## src/rtl/ysyx_210544_wb_queue_pkg.sv

```systemverilog
// ysyx_210544_wb_queue_pkg: shared widths and packed-entry sizing for the writeback queue
package ysyx_210544_wb_queue_pkg;
  localparam int WB_XLEN = 64;
  localparam int WB_DEPTH = 2;
  localparam int WB_RIDX_W = 5;
  localparam int INST_W = 32;
  localparam int INTR_W = 32;
  function automatic int wb_entry_w(int xlen, int ridx_w);
    return 2 * xlen + INST_W + ridx_w + INTR_W + 3;
  endfunction
endpackage

```

## src/rtl/ysyx_210544_wb_fwd_sel.sv

```systemverilog
// ysyx_210544_wb_fwd_sel: youngest-match priority select over queue entries, scanned oldest to youngest
module ysyx_210544_wb_fwd_sel #(
  parameter int DEPTH = 2,
  parameter int XLEN = 64
)(
  input  logic [DEPTH-1:0]           match,
  input  logic [DEPTH-1:0][XLEN-1:0] data,
  input  logic [$clog2(DEPTH)-1:0]   rd_ptr,
  output logic                       hit,
  output logic [XLEN-1:0]            fwd_data
);
  localparam int PW = $clog2(DEPTH);
  logic [PW-1:0] idx;
  always_comb begin
    hit = 1'b0;
    fwd_data = '0;
    idx = '0;
    for (int k = 0; k < DEPTH; k++) begin
      idx = rd_ptr + PW'(k);
      hit = hit | match[idx];
      fwd_data = match[idx] ? data[idx] : fwd_data;
    end
  end
endmodule

```

## src/rtl/ysyx_210544_wb_queue.sv

```systemverilog
// ysyx_210544_wb_queue: in-order writeback queue decoupling memory stage from commit, with rd forwarding
module ysyx_210544_wb_queue import ysyx_210544_wb_queue_pkg::*; #(
  parameter int XLEN = WB_XLEN,
  parameter int DEPTH = WB_DEPTH,
  parameter int RIDX_W = WB_RIDX_W
)(
  input  logic                         clk,
  input  logic                         rst,
  input  logic                         i_wb_memoryed_req,
  output logic                         o_wb_memoryed_ack,
  input  logic [XLEN-1:0]              i_wb_pc,
  input  logic [INST_W-1:0]            i_wb_inst,
  input  logic [RIDX_W-1:0]            i_wb_rd,
  input  logic                         i_wb_rd_wen,
  input  logic [XLEN-1:0]              i_wb_rd_wdata,
  input  logic                         i_wb_nocmt,
  input  logic                         i_wb_skipcmt,
  input  logic [INTR_W-1:0]            i_wb_intrNo,
  input  logic [XLEN-1:0]              i_wb_clint_mip,
  output logic                         o_wb_writebacked_req,
  input  logic                         i_wb_writebacked_ack,
  output logic [XLEN-1:0]              o_wb_pc,
  output logic [INST_W-1:0]            o_wb_inst,
  output logic [RIDX_W-1:0]            o_wb_rd,
  output logic                         o_wb_rd_wen,
  output logic [XLEN-1:0]              o_wb_rd_wdata,
  output logic                         o_wb_nocmt,
  output logic                         o_wb_skipcmt,
  output logic [INTR_W-1:0]            o_wb_intrNo,
  output logic [XLEN-1:0]              o_wb_clint_mip,
  input  logic [RIDX_W-1:0]            i_fwd_rs_idx,
  output logic                         o_fwd_hit,
  output logic [XLEN-1:0]              o_fwd_data,
  output logic [$clog2(DEPTH+1)-1:0]   o_wb_count
);
  localparam int PW = $clog2(DEPTH);
  localparam int CW = $clog2(DEPTH + 1);
  localparam int EW = wb_entry_w(XLEN, RIDX_W);
  localparam int WD_LSB = INTR_W + 2;
  localparam int WEN_BIT = WD_LSB + XLEN;
  localparam int RD_LSB = WEN_BIT + 1;
  logic [EW-1:0] ent [DEPTH];
  logic [EW-1:0] head;
  logic [DEPTH-1:0] valid, match;
  logic [DEPTH-1:0][XLEN-1:0] ent_wdata;
  logic [PW-1:0] rd_ptr, wr_ptr;
  logic [CW-1:0] count;
  logic push, pop;
  assign o_wb_memoryed_ack = count != CW'(DEPTH);
  assign o_wb_writebacked_req = count != '0;
  assign push = i_wb_memoryed_req && o_wb_memoryed_ack;
  assign pop = o_wb_writebacked_req && i_wb_writebacked_ack;
  assign head = o_wb_writebacked_req ? ent[rd_ptr] : '0;
  assign {o_wb_pc, o_wb_inst, o_wb_rd, o_wb_rd_wen, o_wb_rd_wdata, o_wb_nocmt, o_wb_skipcmt, o_wb_intrNo} = head;
  assign o_wb_count = count;
  for (genvar g = 0; g < DEPTH; g++) begin : g_match
    assign ent_wdata[g] = ent[g][WD_LSB +: XLEN];
    assign match[g] = valid[g] && ent[g][WEN_BIT] && ent[g][RD_LSB +: RIDX_W] == i_fwd_rs_idx && i_fwd_rs_idx != '0;
  end
  // payload storage carries no reset; valid bits and the empty mask keep stale data invisible
  always_ff @(posedge clk) begin
    if (push) ent[wr_ptr] <= {i_wb_pc, i_wb_inst, i_wb_rd, i_wb_rd_wen, i_wb_rd_wdata, i_wb_nocmt, i_wb_skipcmt, i_wb_intrNo};
  end
  always_ff @(posedge clk) begin
    if (rst) begin
      rd_ptr <= '0;
      wr_ptr <= '0;
      count <= '0;
      valid <= '0;
      o_wb_clint_mip <= '0;
    end else begin
      if (push) begin
        valid[wr_ptr] <= 1'b1;
        wr_ptr <= wr_ptr + 1'b1;
        o_wb_clint_mip <= i_wb_clint_mip;
      end
      if (pop) begin
        valid[rd_ptr] <= 1'b0;
        rd_ptr <= rd_ptr + 1'b1;
      end
      count <= count + CW'(push) - CW'(pop);
    end
  end
  ysyx_210544_wb_fwd_sel #(.DEPTH(DEPTH), .XLEN(XLEN)) u_fwd_sel (
    .match(match),
    .data(ent_wdata),
    .rd_ptr(rd_ptr),
    .hit(o_fwd_hit),
    .fwd_data(o_fwd_data)
  );
endmodule
```

## config.mk

```make
export PLATFORM = sky130hd
export DESIGN_NAME = ysyx_210544_wb_queue
export DESIGN_NICKNAME = d
export VERILOG_FILES = /design/src/rtl/ysyx_210544_wb_queue_pkg.sv /design/src/rtl/ysyx_210544_wb_fwd_sel.sv /design/src/rtl/ysyx_210544_wb_queue.sv
export SDC_FILE = /design/constraint.sdc
export NUM_CORES = 1
export LEC_CHECK = 0
export BUFFER_PORTS_ARGS = -buffer_cell sky130_fd_sc_hd__buf_4
export CAP_MARGIN = 0
export CORE_AREA = 4 4 234 236
export DETAILED_ROUTE_END_ITERATION = 10
export DIE_AREA = 0 0 238 240
export HOLD_SLACK_MARGIN = 0.02
export PLACE_DENSITY_LB_ADDON = 0.3
export SLEW_MARGIN = 20
export SYNTH_ARGS = -nofsm -noshare
export SYNTH_HDL_FRONTEND = slang
export SYNTH_SLANG_ARGS = --single-unit
```

## constraint.sdc

```tcl
create_clock -name clk -period 10.9 [get_ports clk]
set_input_delay 1.635 -clock clk [delete_from_list [all_inputs] [get_ports clk]]
set_output_delay 1.635 -clock clk [all_outputs]
set_load 0.01 [all_outputs]
```

==> results.cfg, run 1 <==
[grt]
grt_pass1_vias = 12500
grt_use_total_pct = 17.2
grt_first_pass_wirelength_mm = 75.9
grt_overflow = 0
grt_max_degree = 139
antenna_found_initial = 6

[power_and_ir_drop]
power_w = 0.00574
p_per_area_nw_per_um2 = 229
p_leak_nw = 9.72
peakVddDrop_v = 0.000160

[logic_synthesis]
syn-num-nets = 1546
syn_area_um2 = 18300
async_reset_ff_share_pct = 0
synth_edf_count = 400
avgSynthCellArea_um2 = 14.4
synth_ff_type = edfxtp_1
syn_inst = 1271
ys_types = 34
synth_seq_cells = 471
ys_warn_count = 0
synth_seq_area_share_pct = 73.4

[clocking]
cts_root_buf = clkbuf_16
postCtsHoldBufs = 0
cts_max_level = 2
clk_pin_slew_ns = 0.06
cts_tree = done
cts_max_path_buffers = 3
postCtsSetupRepairBufs = 0
cts.sinks = 471
clk_latency_ns = 0.57
post_cts_resized = 0
numCtsBuffers = 50

[floorplanning]
die_area_um2 = 57100
dieHeight_um = 240
initial_core_util_pct = 34.9
io-pin-count = 606
coreArea_um2 = 52400
rows = 84
die-width_um = 238

[sta]
worst_pin_slew_ns = 1.06
min_period_ns = 5.79
hold_violations = 0
clock_skew_ns = 0.00893
drv_slew = 0
setup_tns_ns = 0
setup_ws_ns = 5.11
finalSetupViolCount = 0
rsz0062_at_grt = no
fmax_mhz = 173
fin_crit_sh_pct = 53.1
relSlewSlack_pct = 29.6

[routing]
viasPerCell = 4.82
postRouteAntennaNets = 0
drtIter0Drc = 608
drc = 0
postRouteWirelength_mm = 52.4
drt-wirelength-per-cell_um = 20.2
drt-pass1-iter-count = 5
vias = 12500

[critical_path]
crit_path_end_kind = primary output
start_kind = input port
crit_fanout = 51
path_cells = buf_4 -> or4_4 -> o211a_2 -> a311oi_4 -> buf_4 -> a22o_1 -> buf_4
critPathKind = in -> out
critPathRequiredTime_ns = 9.27
slowest_delay_ns = 0.57
crit_slowest_cell = buf_4
crit_path_frequent_cell = buf_4
crit_arrival_ns = 4.15

[placed_design]
dpl_worst_slack_ns = 5.16
dp_hpwl_mm = 37.4
io_buffers = 605
gp_congestion = 0.898
place_area_um2 = 23500

[job]
max_cap_viol_count = 0

[finish]
fill_cells = 4642
syn_to_final_growth_pct = 37.0
fin_nets = 2133
layout-drive-gt1-share_pct = 36.8
design_area_um2 = 25100

[hold_path]
hp-class = reg -> reg

[status]
status = complete, no violations
==> cells in the final DEF (no fill, tap or decap), drive strengths merged <==
cell type / count
bufinv: 4
o22ai: 6
buf: 617
or4: 1
a221oi: 1
diode: 3
a311oi: 2
o211a: 2
inv: 7
xnor2: 12
nor2b: 1
dfxtp: 71
nor3: 2
clkinvlp: 8
nand2: 129
xor2: 1
nand2b: 2
and3: 1
mux2i: 200
nand3: 10
a211oi: 1
clkinv: 18
and2: 4
nor2: 205
and4: 2
o211ai: 2
nand4: 2
a22o: 59
edfxtp: 400
clkbuf: 61
a21oi: 65
ha: 2
==> flip-flops by register name, indices dropped and copies added, names as in the netlist, named ones only <==
signal / cells
ent: 400
wr_ptr: 1
o_wb_count: 2
valid: 2
o_wb_clint_mip: 64
rd_ptr: 1
==> where the power goes <==
group	switching, W	internal (W)	total [W]
registers	0.000109	0.00221	0.00231
logic	0.00102	0.000770	0.00179
clock network	0.000682	0.000952	0.00163
total	0.00181	0.00393	0.00574
==> cell type report <==
class,instances,area (um2),share of cell area [%]
Antenna cell,3,7.51,0.0299
Clock buffer,61,1310,5.24
Clock inverter,31,269,1.07
Inverter,6,30.0,0.120
Multi-Input combinational cell,712,4540,18.1
Sequential cell,471,13400,53.5
Tap cell,688,861,3.43
Timing Repair Buffer,617,4630,18.5
==> synth_stat cells, types with 3 or more instances <==
cell type / instances / share of area [%]
a21oi_1: 65 / 1.8
a22o_1: 59 / 2.8
and2_1: 3 / 0.10
buf_1: 17 / 0.35
buf_2: 8 / 0.22
buf_4: 3 / 0.12
clkbuf_1: 52 / 1.1
dfxtp_1: 71 / 7.8
edfxtp_1: 400 / 66
inv_1: 6 / 0.12
mux2i_1: 200 / 11
nand2_1: 129 / 2.6
nand3_1: 10 / 0.27
nor2_1: 205 / 4.2
o22ai_1: 6 / 0.21
xnor2_1: 12 / 0.57
==> cells by family after synthesis <==
| group | synth area share (%) |
|---|---|
| multiplexers | 10.9 |
| XOR/XNOR | 0.622 |
| AO/OA/AOI/OAI | 5.31 |
| AND/OR/NAND/NOR | 7.67 |
| buffers and inverters | 1.97 |
| adder cells (fa/ha/maj) | 0.137 |
| flip-flops | 73.4 |
==> worst max-delay path, delay by kind of cell <==
kind            cells  cell delay (ns)
compound gates      3             1.09
simple gates        1             0.55
buf+inv             3             0.81
==> through the flow <==
stage                     utilization [%]  hold WS, ns  instances
after global routing                 47.8        0.466       2587
after detailed placement             44.8        0.447       2494
after CTS                            47.8        0.456       2586
after global placement               44.8        0.442       2494
final                                47.8        0.454       2589
after floorplan                         -        0.440       1271
==> routing by layer <==
metal | wire length, um | part of all wire [%] | global-route usage [%] | vias to the layer above
met3 | 4940 | 9.4 | 6.57 | 104
li1 | - | - | - | 5818
met4 | 1690 | 3.2 | 5.89 | 8
met2 | 25900 | 49 | 29.3 | 474
met5 | 48 | 0.092 | 0 | -
met1 | 19900 | 38 | 20.1 | 6080
==> path summary, 6_finish.rpt <==
kind	start	end	slack [ns]	cells after the start
min reg2reg	o_wb_clint_mip[46]	o_wb_clint_mip[46]	0.45	2
max reg2reg	o_wb_count[0]	ent[0][4]	7.16	5
min	o_wb_clint_mip[46]	o_wb_clint_mip[46]	0.45	2
max	i_fwd_rs_idx[3]	o_fwd_data[28]	5.11	7
Power figures use the tool's default switching activity.
==> run 2: changes to the inputs <==
--- a/config.mk
+++ b/config.mk
@@ -7,9 +7,9 @@
 export LEC_CHECK = 0
 export BUFFER_PORTS_ARGS = -buffer_cell sky130_fd_sc_hd__buf_4
 export CAP_MARGIN = 0
-export CORE_AREA = 4 4 234 236
+export CORE_AREA = 4 4 237 239
 export DETAILED_ROUTE_END_ITERATION = 10
-export DIE_AREA = 0 0 238 240
+export DIE_AREA = 0 0 241 243
 export HOLD_SLACK_MARGIN = 0.02
 export PLACE_DENSITY_LB_ADDON = 0.3
 export SLEW_MARGIN = 20
==> constraint.sdc (replaced) <==
create_clock -name clk -period 5.1 [get_ports clk]
set_input_delay 0.765 -clock clk [delete_from_list [all_inputs] [get_ports clk]]
set_output_delay 0.765 -clock clk [all_outputs]
set_load 0.01 [all_outputs]
==> run 2 against run 1 <==
  * Register-to-register slack lost 5.2 ns
  * Setup slack got worse by 3.8 ns
  * Clock skew rose by 0.0049 ns
  * Die area increased by 2.5%
  * Final area up 0.35%
  * Worst hold slack worse by 0.079 ns
  * Sequential power up 110%
  * Critical path type unchanged
  * Total power increased by 110%
  * Largest cell class unchanged
  * Global-route usage is 0.052 points higher
  * Utilization down 1.1 points
  * Cell count increased by 0.39%
  * Flip-flop and latch count stayed put
==> results.cfg, run 2 (synthesis results as in run 1) <==
[status]
status = complete, no violations

[hold_path]
min-delay-start = i_wb_inst[8]
hp-class = in -> reg

[sta]
setup_tns_ns = 0
min_period_ns = 3.78
finalSetupViolCount = 0
rsz0062_at_grt = no
drv_slew = 0
worst_pin_slew_ns = 1.09
fmax_mhz = 264
clock_skew_ns = 0.0138
fin_crit_sh_pct = 74.2
hold_violations = 0
holdWs_ns = 0.375
relSlewSlack_pct = 27.2

[power_and_ir_drop]
p_seq_share_pct = 40.3
switching_share_pct = 31.4
clkPwrFrac_pct = 28.1
peakVddDrop_v = 0.000316
internal_power_w = 0.00843
combPwrFrac_pct = 31.6
p_leak_nw = 9.77
p_per_area_nw_per_um2 = 488
power.switching_w = 0.00386

[grt]
grt_use_total_pct = 17.3
grt_pass1_vias = 12700
antenna_found_initial = 2
grt_max_degree = 105
grt_first_pass_wirelength_mm = 77.7
grt_overflow = 0

[critical_path]
start_kind = input port
critPathTopFamily = compound AO/OA/AOI/OAI gates
crit_slowest_cell = or4_4
crit_path_frequent_cell = buf_4
crit_fanout = 59
critPathKind = in -> out
crit_arrival_ns = 3.02
crit_path_end_kind = primary output
critPathRequiredTime_ns = 4.34
slowest_delay_ns = 0.56
r2r-start = o_wb_count[0]
crit_start = i_fwd_rs_idx[3]
path_cells = buf_4 -> or4_4 -> o211a_2 -> a311oi_4 -> buf_4 -> a22o_1 -> buf_4
crit_buf_inv = 3

[routing]
drt-wirelength-per-cell_um = 20.5
vias = 12300
drc = 0
drt-pass1-iter-count = 5
viasPerCell = 4.74
postRouteWirelength_mm = 53.2
drtIter0Drc = 561
postRouteAntennaNets = 0

[finish]
largest_reg_flops = 400
fin_nets = 2139
fill_cells = 4839
syn_to_final_growth_pct = 37.5
layout_commonest_cell = buf_4
regMostFlops = ent
final_cell_mix = 619 x buf_4, 400 x edfxtp_1, 204 x nor2_1, 200 x mux2i_1, 129 x nand2_1
layout-drive-gt1-share_pct = 36.8
final_util_pct = 46.8
design_area_um2 = 25200
reg_top3 = ent x400, o_wb_clint_mip x64
antenna_cells = 0

[clocking]
cts_tree = done
cts.sinks = 471
postCtsHoldBufs = 0
postCtsSetupRepairBufs = 0
post_cts_resized = 0
clk_latency_ns = 0.57
cts_max_level = 2
numCtsBuffers = 49
cts_root_buf = clkbuf_16
clk_pin_slew_ns = 0.06
cts_max_path_buffers = 3

[floorplanning]
coreArea_um2 = 53800
dieHeight_um = 243
die-width_um = 241
die_area_um2 = 58600
io-pin-count = 606
rows = 85
initial_core_util_pct = 34.0

[placed_design]
dp_hpwl_mm = 38.4
gp_congestion = 0.874
place_area_um2 = 23600
io_buffers = 605

[job]
max_cap_viol_count = 0
## run 2: cell count changes in the layout (fill, tap and decap cells not counted), sizes merged
| cell | change |
|---|---|
| diode | -3 |
| bufinv | -1 |
| clkbuf | +12 |
| buf | +7 |
| clkinv | -6 |
| clkinvlp | -7 |
## run 2: power by group through the flow
stage	Combinational (W)	Clock [W]	Sequential, W
final	0.00388	0.00345	0.00496
after global routing	0.00421	0.00375	0.00500
after CTS	0.00398	0.00357	0.00497
after detailed placement	0.00397	0	0.00504
after global placement	0.00395	0	0.00503
after floorplan	0.00197	0	0.00497
## run 2: final timing paths
| path | cells past startpoint | end | slack (ns) |
|---|---|---|---|
| hold / removal | 1 | ent[0][112] | 0.38 |
| setup reg to reg | 6 | ent[0][157] | 2.01 |
| hold reg to reg | 2 | o_wb_clint_mip[62] | 0.45 |
| setup / recovery | 7 | o_fwd_data[40] | 1.32 |
## run 2: area by class of cell
class | instances | area, um2 | area share, %
sequential | 471 | 13400 | 53.4
timing repair buffer | 624 | 4750 | 18.9
multi-input combinational | 712 | 4540 | 18.0
clock buffer | 73 | 1390 | 5.51
tap | 696 | 871 | 3.46
clock inverter | 17 | 171 | 0.681
inverter | 6 | 26.3 | 0.104
## run 2: through the flow
stage	instances	power (W)	worst slack, ns
floorplan	1271	0.00695	0.667
global placement	2509	0.00898	1.45
detailed placement	2509	0.00902	1.35
CTS	2599	0.0125	1.34
global route	2599	0.0130	1.23
finish	2599	0.0123	1.32
## run 2: routing by layer
layer | GRT usage, % | wire length, um | up-vias
met3 | 7.37 | 5610 | 71
met4 | 4.64 | 1260 | 4
met5 | 0 | 27 | -
met1 | 18.9 | 19200 | 5967
met2 | 30.6 | 27100 | 443
li1 | - | - | 5830
==> run 3: changes to the inputs <==
==> constraint.sdc (replaced) <==
create_clock -name clk -period 3.1 [get_ports clk]
set_input_delay 0.465 -clock clk [delete_from_list [all_inputs] [get_ports clk]]
set_output_delay 0.465 -clock clk [all_outputs]
set_load 0.01 [all_outputs]
==> run 3 against run 2 <==
  * Register-to-register slack got worse by 0.85 ns
  * Total power is 65% higher
  * Sequential share of layout area shrank 0.44 points
  * Flip-flop and latch count did not move
  * Utilization grew 0.40 points
  * Cell count grew 0.38%
  * Via count is 0.92% higher
  * Critical endpoint is now o_fwd_data[34]
  * Die area did not move
==> results.cfg, run 3 (synthesis results as in run 1) <==
[hold_path]
min-delay-start = i_wb_inst[15]
hp-class = in -> reg
min_to = ent[0][119]
min_path_cells = 1

[routing]
viasPerCell = 4.76
postRouteAntennaNets = 0
drtIter0Drc = 607
drt-wirelength-per-cell_um = 20.1
vias = 12400
postRouteWirelength_mm = 52.5
drt-pass1-iter-count = 5
drc = 0

[sta]
min_period_ns = 2.93
hold_violations = 0
finalSetupViolCount = 0
drv_slew = 0
relSlewSlack_pct = 48.3
holdWs_ns = 0.0793
rsz0062_at_grt = no
fmax_mhz = 341
worst_pin_slew_ns = 0.775
clock_skew_ns = 0.0129
fin_crit_sh_pct = 94.6

[finish]
fin_nets = 2153
final_cell_mix = 624 x buf_4, 400 x edfxtp_1, 204 x nor2_1, 200 x mux2i_1, 129 x nand2_1
multiInputGateArea_um2 = 4560
largest_reg_flops = 400
layout_commonest_cell = buf_4
layout-drive-gt1-share_pct = 37.7
fill_cells = 4779
regArea_um2 = 13400
regMostFlops = ent
reg_top3 = ent x400, o_wb_clint_mip x64
syn_to_final_growth_pct = 38.7

[clocking]
cts_max_path_buffers = 3
postCtsSetupRepairBufs = 0
cts_tree = done
cts_max_level = 2
cts_root_buf = clkbuf_16
clk_pin_slew_ns = 0.06
cts.sinks = 471
numCtsBuffers = 49
postCtsHoldBufs = 0
post_cts_resized = 0
clk_latency_ns = 0.57

[critical_path]
critPathTopFamily = compound AO/OA/AOI/OAI gates
start_kind = register
crit_path_end_kind = primary output
crit_fanout = 59
crit_buf_inv = 2
crit_slowest_cell = edfxtp_1
critPathKind = reg -> out
r2r_cells = 6
r2r-start = o_wb_count[0]
critPathRequiredTime_ns = 2.63
rrSetupSlack_ns = 1.16
path_cells = xnor2_1 -> and4_1 -> a311oi_4 -> buf_12 -> a22o_1 -> buf_4
rr_endpoint = ent[0][142]
slowest_delay_ns = 0.41
crit_arrival_ns = 2.47
crit_start = ent[0][99]

[job]
max_cap_viol_count = 0

[power_and_ir_drop]
power_w = 0.0202
p_leak_nw = 9.88
p_per_area_nw_per_um2 = 797
peakVddDrop_v = 0.000665

[floorplanning]
die_area_um2 = 58600
coreArea_um2 = 53800
rows = 85
dieHeight_um = 243
initial_core_util_pct = 34.0
io-pin-count = 606
die-width_um = 241

[grt]
grt_max_degree = 134
grt_pass1_vias = 12700
grt_use_total_pct = 16.9
grt_overflow = 0
antenna_found_initial = 3
grt_first_pass_wirelength_mm = 76.4

[status]
status = complete, no violations

[placed_design]
gp_congestion = 0.909
dp_hpwl_mm = 38.3
io_buffers = 605
[run 3: cell count changes in the layout (fill, tap and decap cells not counted), sizes merged]
cell	change
buf	+14
bufinv	-1
clkbuf	-9
clkinv	+3
clkinvlp	+1
diode	+2
[run 3: power by group]
group	leakage (nW)	switching [W]	total, W	internal [W]
sequential	4.32	0.000313	0.00806	0.00774
combinational	4.80	0.00373	0.00660	0.00287
clock	0.751	0.00230	0.00557	0.00327
total	9.88	0.00634	0.0202	0.0139
[run 3: worst max path at each step]
stage	end	slack (ns)	depth (start not counted)
final	o_fwd_data[34]	0.17	6
after global routing	o_fwd_data[17]	0.03	6
after CTS	o_fwd_data[23]	0.15	6
after detailed placement	o_fwd_data[23]	0.20	7
after global placement	o_fwd_data[42]	0.27	7
after floorplan	ent[0][0]	-0.97	4
[run 3: stage by stage]
step | utilization (%) | worst slack, ns | cells | setup TNS, ns | cell area, um2
2_1_floorplan | - | -0.974 | 1271 | -260.92 | 18300
3_3_place_gp | 44.3 | 0.274 | 2523 | 0 | 23900
3_5_place_dp | 44.3 | 0.197 | 2523 | 0 | 23900
4_1_cts | 47.2 | 0.147 | 2607 | 0 | 25400
5_1_grt | 47.2 | 0.0332 | 2609 | 0 | 25400
6_report | 47.2 | 0.167 | 2609 | 0 | 25400
[run 3: routing by layer]
layer	up-vias	GRT usage (%)	share of wire, %
li1	5851	-	-
met5	-	0	0.025
met4	2	5.43	2.9
met3	70	6.15	9.5
met2	459	29.8	50
met1	6046	19.0	37
[run 3: cell type report]
type                            instances  area share, %
Clock inverter                         20          0.606
Multi-Input combinational cell        712           18.0
Tap cell                              696           3.43
Timing Repair Buffer                  638           19.5
Inverter                                6          0.103
Clock buffer                           64           5.42
Sequential cell                       471           52.9
Antenna cell                            2         0.0197
[run 3: worst reg2reg max path, cell delays in order (launching register included)]
cell	delay, ns
dfxtp_2	0.38
nand2b_4	0.15
and2_4	0.17
nand2b_4	0.07
clkinvlp_4	0.30
buf_12	0.25
buf_4	0.30
